File: src/rtl/seg_display_engine.sv
// Multi-channel binary-to-decimal seven-segment driver: picks a channel, converts it
// with a bit-serial double-dabble engine and registers the resulting digit image.
module seg_display_engine #(
  parameter int WIDTH  = 12,
  parameter int DIGITS = 6,
  parameter int NCH    = 7,
  parameter int SEL_W  = 3
) (
  input  logic                    clk,
  input  logic                    rst_n,
  input  logic [NCH*WIDTH-1:0]    vals,
  input  logic [SEL_W-1:0]        mode,
  input  logic                    signed_en,
  input  logic                    blank_lz,
  output logic [DIGITS*7-1:0]     segs,
  output logic                    busy,
  output logic                    upd,
  output logic [1:0]              fsm_state
);

  localparam int KEY_W = WIDTH + SEL_W + 2;
  localparam int CNT_W = $clog2(WIDTH + 1);
  localparam logic [6:0] SEG_DASH  = 7'h3F;
  localparam logic [6:0] SEG_ERR   = 7'h06;
  localparam logic [6:0] SEG_BLANK = 7'h7F;

  typedef enum logic [1:0] {S_IDLE, S_LOAD, S_SHIFT, S_DONE} state_t;

  state_t                state, state_n;
  logic [KEY_W-1:0]      key, snap;
  logic                  snap_valid;
  logic [WIDTH-1:0]      sel_val, mag;
  logic [DIGITS*4-1:0]   bcd, bcd_adj;
  logic                  sticky, neg;
  logic [CNT_W-1:0]      cnt;
  logic [DIGITS*7-1:0]   image;
  logic [SEL_W-1:0]      snap_mode;
  logic                  snap_blank;
  logic                  ovf;
  int                    msd;

  function automatic logic [6:0] seg_code(input logic [3:0] n);
    case (n)
      4'd0:    seg_code = 7'h40;
      4'd1:    seg_code = 7'h79;
      4'd2:    seg_code = 7'h24;
      4'd3:    seg_code = 7'h30;
      4'd4:    seg_code = 7'h19;
      4'd5:    seg_code = 7'h12;
      4'd6:    seg_code = 7'h02;
      4'd7:    seg_code = 7'h78;
      4'd8:    seg_code = 7'h00;
      4'd9:    seg_code = 7'h10;
      default: seg_code = SEG_BLANK;
    endcase
  endfunction

  // Out-of-range selects read as zero so unrelated channel activity never retriggers.
  always_comb begin
    sel_val = '0;
    for (int k = 0; k < NCH; k++)
      if (int'(mode) == k) sel_val = vals[k*WIDTH +: WIDTH];
  end

  assign key        = {sel_val, mode, signed_en, blank_lz};
  assign snap_mode  = snap[2 +: SEL_W];
  assign snap_blank = snap[0];

  always_comb begin
    for (int d = 0; d < DIGITS; d++)
      bcd_adj[d*4 +: 4] = (bcd[d*4 +: 4] >= 4'd5) ? bcd[d*4 +: 4] + 4'd3 : bcd[d*4 +: 4];
  end

  always_comb begin
    state_n = state;
    case (state)
      S_IDLE:  if (!snap_valid || key != snap) state_n = S_LOAD;
      S_LOAD:  state_n = S_SHIFT;
      S_SHIFT: if (cnt == CNT_W'(1)) state_n = S_DONE;
      S_DONE:  state_n = S_IDLE;
      default: state_n = S_IDLE;
    endcase
  end

  // A negative value needs a free top digit for its dash, otherwise it is overflow.
  always_comb begin
    msd = 0;
    for (int d = 0; d < DIGITS; d++)
      if (bcd[d*4 +: 4] != 4'd0) msd = d;
    ovf   = sticky || (neg && (bcd[(DIGITS-1)*4 +: 4] != 4'd0));
    image = '0;
    for (int d = 0; d < DIGITS; d++) begin
      if (int'(snap_mode) >= NCH)
        image[d*7 +: 7] = SEG_DASH;
      else if (ovf)
        image[d*7 +: 7] = SEG_ERR;
      else if (neg && ((snap_blank && d == msd + 1) || (!snap_blank && d == DIGITS - 1)))
        image[d*7 +: 7] = SEG_DASH;
      else if (snap_blank && d > msd)
        image[d*7 +: 7] = SEG_BLANK;
      else
        image[d*7 +: 7] = seg_code(bcd[d*4 +: 4]);
    end
  end

  always_ff @(posedge clk or negedge rst_n) begin
    if (!rst_n) begin
      state      <= S_IDLE;
      snap       <= '0;
      snap_valid <= 1'b0;
      mag        <= '0;
      bcd        <= '0;
      sticky     <= 1'b0;
      neg        <= 1'b0;
      cnt        <= '0;
      segs       <= {DIGITS{SEG_BLANK}};
      upd        <= 1'b0;
    end else begin
      state <= state_n;
      upd   <= 1'b0;
      case (state)
        S_LOAD: begin
          snap       <= key;
          snap_valid <= 1'b1;
          neg        <= signed_en & sel_val[WIDTH-1];
          mag        <= (signed_en & sel_val[WIDTH-1]) ? -sel_val : sel_val;
          bcd        <= '0;
          sticky     <= 1'b0;
          cnt        <= CNT_W'(WIDTH);
        end
        S_SHIFT: begin
          {bcd, mag} <= {bcd_adj[DIGITS*4-2:0], mag, 1'b0};
          sticky     <= sticky | bcd_adj[DIGITS*4-1];
          cnt        <= cnt - CNT_W'(1);
        end
        S_DONE: begin
          segs <= image;
          upd  <= 1'b1;
        end
        default: ;
      endcase
    end
  end

  assign busy      = (state != S_IDLE);
  assign fsm_state = state;

endmodule

File: config.mk
export PLATFORM = sky130hd
export DESIGN_NAME = seg_display_engine
export DESIGN_NICKNAME = d
export VERILOG_FILES = /design/src/rtl/seg_display_engine.sv
export SDC_FILE = /design/constraint.sdc
export NUM_CORES = 1
export LEC_CHECK = 0
export CORE_MARGIN = 2
export CORE_UTILIZATION = 48
export CTS_BUF_LIST = sky130_fd_sc_hd__clkbuf_16
export DETAILED_ROUTE_END_ITERATION = 12
export MAX_ROUTING_LAYER = met4
export PLACE_DENSITY = 0.88
export SLEW_MARGIN = 20
export SYNTH_ARGS = -nofsm -noshare
export SYNTH_HDL_FRONTEND = slang
export SYNTH_SLANG_ARGS = --single-unit
File: constraint.sdc
create_clock -name clk -period 2.7 [get_ports clk]
set_input_delay 0.27 -clock clk [delete_from_list [all_inputs] [get_ports clk]]
set_output_delay 0.27 -clock clk [all_outputs]
set_load 0.005 [all_outputs]
### Word-level counts from Yosys, hierarchy flattened

Memories as Yosys holds them, arrays and structs flattened.
Cells that the tools add are included.

| operators by class | value |
|---|---|
| mux-type cells | 51 |
| $mul | 0 |
| order comparisons | 13 |
| shifts and indexed selects | 0 |
| divide/modulo/power cells | 0 |
| bitwise gates (word level) | 2 |
| add/subtract/negate cells | 9 |
| reduce and logical (&&, ||, !) cells | 35 |
| eq/ne operators | 18 |

Operator list:

| kind | number |
|---|---|
| 2-to-1 mux 7 bit | 24 |
| 2-to-1 mux 32 bit | 4 |
| 2-to-1 mux 12 bit | 8 |
| equality test 3 x 32 -> 1 bit, first input constant | 2 |
| equality test 4 x 32 -> 1 bit, first input constant | 2 |
| > comparator 3 x 32 -> 1 bit, first input constant | 2 |
| > comparator 4 x 32 -> 1 bit, first input constant | 2 |
| case mux 24 bit (2 select lines) | 1 |
| adder 32 x 2 -> 32 bit, second input constant | 1 |
| equality test 2 x 32 -> 1 bit, first input constant | 1 |
| > comparator 1 x 32 -> 1 bit, first input constant | 1 |
| > comparator 2 x 32 -> 1 bit, first input constant | 1 |
| zero test 32 bit | 1 |
| adder 4 x 2 -> 4 bit, second input constant | 6 |
| greater-or-equal comparator 4 x 3 -> 1 bit, second input constant | 6 |
| 2-to-1 mux 4 bit | 6 |
| case mux 12 bit (2 select lines) | 1 |
| nonzero test 4 bit | 5 |
| logical AND 1 bit | 19 |
| inequality test 17 bit | 1 |
| equality test 3 bit, second input constant | 4 |
| negator 12 bit | 1 |
| case mux 2 bit (4 select lines) | 1 |
| case mux 4 bit (2 select lines) | 1 |
| other kinds (18) | 27 |

| storage, ports and cells | value |
|---|---|
| memories | 6 |
| output and inout port bits | 46 |
| latch bits | 0 |
| flip-flop bits (word level) | 105 |
| bits in read-only memories | 672 |
| word-level logic and storage cells | 144 |
| memory bits (writable) | 0 |

Memories:

| name | depth | bits a word | read ports | clocked after Yosys merged registers in | wr ports | RTL line | text |
|---|---|---|---|---|---|---|---|
| (name not given) | 16 | 7 | 1 | 0 | 0 | 43 | `case (n)` |
| (name not given) | 16 | 7 | 1 | 0 | 0 | 43 |  |
| (name not given) | 16 | 7 | 1 | 0 | 0 | 43 |  |
| (name not given) | 16 | 7 | 1 | 0 | 0 | 43 |  |
| (name not given) | 16 | 7 | 1 | 0 | 0 | 43 |  |
| (name not given) | 16 | 7 | 1 | 0 | 0 | 43 |  |

### Longest topological paths before layout

Gate-level depths: netlist of run 1.

| logic depth | value |
|---|---|
| depth in word-level cells | 14 |
| mapped depth | 13 |

### Worst setup path after synthesis of run 1

Ideal clock, no wire load.

| path | value |
|---|---|
| path kind | register -> register |
| start | reg bcd[20] |
| end | reg segs[21] |
| slack | -0.228 ns |
| path buffers | 1 |
| arrival | 2.855 ns |
| stages on the path, launching flop included | 14 |
| path through | dfrtp_1 > inv_1 > ha_1 > or3b_1 > clkbuf_1 > nor3_1 > inv_1 > ha_1 > nand3b_1 > o2bb2a_1 > and2_1 > o21ai_0 > a21oi_1 > a21oi_1 |

| on the way | value |
|---|---|
| word-level cells in the longest chain between the ends | 9 |

Ends and longest elaborated chain:

| element | RTL line | text |
|---|---|---|
| from (decl) | 33 | `logic [DIGITS*4-1:0] bcd, bcd_adj;` |
| from (signal assigned) | 132 | `{bcd, mag} <= {bcd_adj[DIGITS*4-2:0], mag, 1'b0};` |
| nonzero test 4 bit * | 89, 90 |  |
| 2-to-1 mux 32 bit | 89 | `if (bcd[d*4 +: 4] != 4'd0) msd = d;` |
| adder 32 x 2 -> 32 bit | 97 | `else if (neg && ((snap_blank && d == msd + 1) \|\| (!snap_blank && d == DIGITS - 1)))` |
| equality test 3 x 32 -> 1 bit | 97 |  |
| logical AND 1 bit (2 in series) | 97 |  |
| 2-to-1 mux 7 bit | 97 |  |
| 2-to-1 mux 7 bit * | 95 | `else if (ovf)` |
| 2-to-1 mux 7 bit * | 93 | `if (int'(snap_mode) >= NCH)` |
| to (signal assigned) | 116 | `segs <= {DIGITS{SEG_BLANK}};` |
| to (signal assigned) | 137 | `segs <= image;` |
| to (decl) | 15 | `output logic [DIGITS*7-1:0] segs,` |

Mark *: on every way between the ends. The rest lies on a longest branch, timed or not.
A chain may end at the register's enable or synchronous reset.

### Worst setup path in the final report of run 1

| path | value |
|---|---|
| start | reg bcd[20] |
| end | reg segs[24] |

The elaborated chain is that of the path after synthesis.

==> impl_metrics.tcl, run 1 <==
set metrics [dict create \
    outcome "complete, but fails checks" \
    failed_checks "negative setup slack" \
    nNetsFinal 1205 \
    first_pass_iters 6 \
    synth_fa_ha_area_share_pct 6.47 \
    post-route-period-util_pct 102 \
    synth_xor_area_share_pct 3.22 \
    synth.mux.area_fraction_pct 7.79 \
    drt-total-wl_mm 21.9 \
    finClkSkew_ns 0.00923 \
    clock.fmax_mhz 362 \
    clkPwrFrac_pct 14.3 \
    vias_per_cell 5.83 \
    clock_sinks 105 \
    die_area_sq_um 16300 \
    ir_drop_v 0.000598 \
    cts-root-buf "clkbuf_16" \
    numCtsBuffers 9 \
    leakage_nw 4.27 \
    antenna_left 0 \
    die_w_um 128 \
    yosysWarnings 0 \
    drc 0 \
    slew_headroom_pct 36.8 \
    antenna_found_initial 0 \
    dpl.hpwl_mm 15.8 \
    yosysTopAreaCellShare_pct 21.5 \
    cp.required_ns 2.99 \
    hold_path.class "flip-flop to flip-flop" \
    yosysSeqAreaShare_pct 36.5 \
    row_count 45 \
    endpoint_kind "flip-flop" \
    switching_share_pct 40.7 \
    syn_to_final_growth_pct 37.8 \
    ys_seq_elements 105 \
    cp.arrival_ns 3.05 \
    grt_overflow_total 0 \
    synthArstFlopShare_pct 100 \
    synthesis.nets 998 \
    diodes 0 \
    syn_inst 869 \
    fin_ws_ns -0.0608 \
    final.min_clock_period_ns 2.76 \
    fp.dieH_um 128 \
    finish.instance_area_sq_um 10100 \
    fill_cells 1116 \
    grt_max_degree 58 \
    power_density_nw_per_um2 877 \
    rsz0062_at_grt "yes" \
    drive_above_1_share_pct 23.3 \
    synthTopCellsByArea "dfrtp_1, dfstp_2, a21oi_1" \
    combPwrFrac_pct 52.9 \
    portBuffers 136 \
    crit_path_start_kind "flip-flop" \
    slew_violations 0 \
    pre_cts_slack_ns -0.484 \
    power_switching_mw 3.61 \
    syn-cell-area_sq_um 7340 \
    synth_top_family_by_area "compound AO/OA/AOI/OAI gates" \
    routed-via-count 7399 \
    yosysTopAreaCell "dfrtp_1" \
    ctsLongestPathBuffers 2 \
    hold_viol 0 \
    intPower_mw 5.26 \
    wl_per_cell_um 17.3 \
    placed_area_sq_um 9480 \
    maxCapViolations 0 \
    track_usage_pct 27.1 \
    grt_pass1_wl_mm 34.6 \
    setup_violations 8 \
    grt_pass1_vias 7266 \
    coreArea_sq_um 15100 \
    tightest_slew_ns 0.948 \
    critPathKind "flip-flop to flip-flop" \
    synth_compound_area_share_pct 23.3 \
    worstSkewPairLatency_ns 0.36 \
    crit_path_max_fanout 6 \
    gp_congestion 0.930 \
    initial_utilization_pct 48.7 \
    drtIter0Drc 704 \
    syn_avg_cell_area_sq_um 8.45 \
    synth_enable_flop_cells 0 \
    synth-simple-area-share_pct 16.2 \
    ys.flop_type "dfrtp_1" \
    clk_pin_slew_ns 0.07 \
    ios 137 \
    cts_tree "yes" \
    seqPwrFrac_pct 32.8 \
    h-tree-depth 3 \
    synth.distinct_cells 71 \
]
timing repair:
action	4_1_cts	5_1_grt
hold buffers	1	0
pin swaps	16	27
gates resized for setup	29	33
hold endpoints to repair	2	0
endpoints found under the setup margin	24	27
setup buffers	13	3
Yosys cell counts, types with 19 or more instances:
cell type  number
a21oi_1       116
clkbuf_1       36
dfrtp_1        63
dfstp_2        42
ha_1           38
inv_1          60
mux2i_1        29
nand2_1        48
nor2_1        111
o21ai_0        58
o22ai_1        32
xnor2_1        19
power groups by stage:
stage	Sequential, mW	Clock, mW	Combinational (mW)
after floorplan	2.80	0	2.72
after global placement	2.89	0	4.20
after detailed placement	2.92	0	4.37
after CTS	2.90	1.28	4.50
after global routing	2.99	1.34	5.11
final	2.91	1.27	4.69
cells by family after synthesis:
kind of cell / after synthesis
xor gates and xnor gates: 27
muxes: 51
and+or+nand+nor: 252
buffers and inverters: 116
DFF: 105
adders and majority gates: 38
AOI/OAI and AO/OA: 280
path summary, 6_finish.rpt:
| kind | slack, ns | depth (start not counted) | from | endpoint |
|---|---|---|---|---|
| min | 0.47 | 2 | segs[34] | segs[34] |
| max reg2reg | -0.06 | 12 | bcd[20] | segs[24] |
| min in group asynchronous | 0.51 | 2 | rst_n | bcd[19] |
| max | -0.06 | 12 | bcd[20] | segs[24] |
| min reg2reg | 0.47 | 2 | segs[34] | segs[34] |
| max in group asynchronous | 1.41 | 3 | rst_n | segs[2] |
final cells by class:
type                       count  area, sq um  area share (%)
multi-input combinational    648         4440            43.9
tap                          188          235            2.33
sequential                   105         2680            26.5
clock inverter                 7         53.8           0.532
inverter                      61          229            2.26
clock buffer                   9          225            2.23
timing repair buffer         251         2260            22.3
metrics by stage:
| stage | total power, mW | utilization, % | TNS, ns | hold WS (ns) | instances |
|---|---|---|---|---|---|
| after floorplan | 5.51 | - | -0.144 | -0.0256 | 869 |
| after global placement | 7.09 | 62.8 | -3.42 | 0.371 | 1236 |
| after detailed placement | 7.28 | 62.8 | -5.91 | 0.384 | 1236 |
| after CTS | 8.67 | 66.1 | -0.0754 | 0.479 | 1266 |
| after global routing | 9.43 | 67.0 | -2.93 | 0.488 | 1269 |
| final | 8.88 | 67.0 | -0.336 | 0.473 | 1269 |
sequential cells by signal, summed over array words and instances, names as in the netlist:
signal,count
bcd,24
cnt,4
fsm_state,2
mag,12
neg,1
segs,42
snap,17
snap_valid,1
sticky,1
upd,1
layout by cell type, fill, tap and decap left out, drive strengths merged, types with 8 or more instances in the layout:
cell and instances:
clkdlybuf4s50 132, a31oi 9, nor3 10, ha 38, nand2 48, clkbuf 9, nor2 111, dfrtp 63
dfstp 42, xor2 8, o32ai 10, nand2b 17, o21ai 61, mux2 19, o22ai 33, nand3 17
xnor2 19, inv 64, mux2i 30, buf 115, a21oi 117
per-layer routing:
| metal | vias to the layer above | global-route usage, % | share of wire [%] |
|---|---|---|---|
| li1 | 3503 | - | - |
| met1 | 3535 | 30.9 | 39 |
| met2 | 293 | 47.4 | 52 |
| met3 | 68 | 4.84 | 5.1 |
| met4 | 0 | 10.9 | 3.5 |
| met5 | - | - | 0 |
worst max-delay path, stage by stage, from the launching register on:
cell and delay [ns]:
dfrtp_2 0.42, inv_2 0.08, ha_4 0.13, or3b_4 0.42
nor3_4 0.21, inv_2 0.08, ha_4 0.24, nand3b_1 0.31
o2bb2a_4 0.31, and2_4 0.16, o21ai_2 0.06, a21oi_1 0.09
a21oi_1 0.18
Note: power is estimated with default switching activity, not from simulation.
==> run 2: changes to the inputs <==
Settings changed: PLACE_DENSITY 0.88 to not set, PLACE_DENSITY_LB_ADDON set to 0.3.
==> impl_metrics.tcl, run 2 (synthesized netlist as in run 1, its figures left out) <==
set metrics [dict create \
    outcome "finished clean" \
    die_w_um 128 \
    grtUsageMet1_pct 32.4 \
    largest_register "segs" \
    portBuffers 136 \
    tightest_slew_ns 0.884 \
    grt_max_degree 57 \
    seqPwrFrac_pct 32.6 \
    maxCapViolations 0 \
    critical-path-top-delay-family "simple AND/OR/NAND/NOR gates" \
    drive_above_1_share_pct 21.0 \
    ctsLongestPathBuffers 2 \
    fin_ws_ns 0.118 \
    max_stage_delay_ns 0.40 \
    reg2reg_depth 12 \
    clock_sinks 105 \
    combPwrFrac_pct 51.3 \
    gr-usage-met2_pct 45.8 \
    antenna_found_initial 0 \
    h-tree-depth 3 \
    top_usage_layer "met2" \
    initial_utilization_pct 48.7 \
    setup_violations 0 \
    numCtsBuffers 9 \
    slew_violations 0 \
    final_cell_mix "clkdlybuf4s50_1, a21oi_1, nor2_1" \
    clkPwrFrac_pct 16.1 \
    dpl.hpwl_mm 15.4 \
    cp_slowest_cell "dfrtp_1" \
    switching_share_pct 38.7 \
    cts-root-buf "clkbuf_16" \
    cp.required_ns 2.99 \
    critPathKind "flip-flop to flip-flop" \
    gp_congestion 0.928 \
    largestRegisters "segs (42), bcd (24), snap (17)" \
    reg2reg_slack_ns 0.12 \
    ios 137 \
    finish.instance_area_sq_um 10000 \
    ir_drop_v 0.000481 \
    cp_cell_sequence "inv_2 > ha_4 > or3b_4 > nor2_1 > ha_4 > nand3b_1 > buf_6 > o2bb2a_4 > and2_4 > o21ai_0 > a21oi_1 > a21oi_1" \
    power_switching_mw 3.43 \
    leakage_nw 4.23 \
    r2r-end "segs[26]" \
    hold_path_depth 2 \
    grt_pass1_wl_mm 33.6 \
    vias_per_cell 5.61 \
    intPower_mw 5.42 \
    routed-via-count 7060 \
    placed_area_sq_um 9470 \
    final_common_cell "clkdlybuf4s50_1" \
    fp.dieH_um 128 \
    antenna_left 0 \
    coreArea_sq_um 15100 \
    grt_pass1_vias 6757 \
    crit_path_start_kind "flip-flop" \
    drtIter0Drc 502 \
    drt-total-wl_mm 20.4 \
    syn_to_final_growth_pct 36.3 \
    crit_path_max_fanout 6 \
    rsz0062_at_grt "no" \
    pre_cts_slack_ns -0.494 \
    nNetsFinal 1195 \
    cp.arrival_ns 2.87 \
    final.min_clock_period_ns 2.58 \
    clk_pin_slew_ns 0.07 \
    hold_path.class "flip-flop to flip-flop" \
    wl_per_cell_um 16.2 \
    tns_ns 0 \
    track_usage_pct 26.4 \
    critPathBufInv 2 \
    post-route-period-util_pct 95.6 \
    slew_headroom_pct 41.1 \
    use_met3_pct 3.46 \
    whs_endpoint "segs[34]" \
    clock.fmax_mhz 387 \
    worstHoldStart "segs[34]" \
    cts_tree "yes" \
    worstSkewPairLatency_ns 0.36 \
    power_density_nw_per_um2 884 \
    diodes 0 \
    grt_overflow_total 0 \
    die_area_sq_um 16300 \
    hold_viol 0 \
    endpoint_kind "flip-flop" \
    drc 0 \
    largest_reg_flops 42 \
    row_count 45 \
    finClkSkew_ns 0.00771 \
    first_pass_iters 5 \
    r2r-start "bcd[20]" \
]
==> run 2: cell types whose count changed in the layout (fill, tap and decap cells not counted), sizes merged <==
cell	change
dlymetal6s2s	+1
inv	-2
dlygate4sd2	-1
bufinv	+2
clkinvlp	+1
clkinv	-1
buf	-10
==> run 2: per-stage QoR <==
step | total power, mW | std cells | hold WS [ns] | utilization [%]
2_1_floorplan | 5.51 | 869 | -0.0256 | -
3_3_place_gp | 7.17 | 1232 | 0.367 | 62.7
3_5_place_dp | 7.26 | 1232 | 0.368 | 62.7
4_1_cts | 8.83 | 1255 | 0.480 | 65.6
5_1_grt | 9.53 | 1259 | 0.496 | 66.3
6_report | 8.85 | 1259 | 0.472 | 66.3
==> run 2: final cells by class <==
cell class / instances / area, sq um
well taps: 188 / 235
multi-input cells: 648 / 4350
fillers: 1260 / 5080
clock inverters: 7 / 93.8
repair buffers: 241 / 2190
clock buffers: 9 / 225
inverters: 61 / 229
flip-flops and latches: 105 / 2680
==> run 2: what timing repair did <==
item	4_1_cts	5_1_grt
hold endpoints to repair	14	0
resized for setup	16	17
hold buffers	1	0
pin swaps	7	7
buffers inserted	6	4
setup endpoints to repair	24	27
==> run 2: per-layer routing <==
| layer | vias up | part of all wire, % |
|---|---|---|
| met3 | 29 | 3.4 |
| met2 | 154 | 52 |
| li1 | 3487 | - |
| met4 | 0 | 2.0 |
| met5 | - | 0 |
| met1 | 3390 | 43 |
==> run 2: worst max-delay path by stage <==
stage / slack [ns] / cells after the start / startpoint / endpoint
floorplan: -0.02 / 13 / bcd[21] / segs[0]
global placement: -0.41 / 7 / mode[0] / fsm_state[1]
detailed placement: -0.49 / 10 / mode[0] / fsm_state[1]
CTS: 0.01 / 10 / mode[1] / fsm_state[1]
global route: 0.01 / 11 / bcd[20] / segs[4]
finish: 0.12 / 12 / bcd[20] / segs[26]
==> run 2: tightest hold or removal path, stage by stage, from the launching register on <==
cell	delay [ns]
dfstp_2	0.37
inv_1	0.04
o21ai_0	0.06
==> run 2: power by group through the flow <==
stage	Sequential (mW)	Clock [mW]	Combinational (mW)
final	2.88	1.42	4.54
after floorplan	2.80	0	2.72
after CTS	2.88	1.46	4.50
after global routing	2.96	1.53	5.05
after global placement	2.89	0	4.28
after detailed placement	2.90	0	4.36
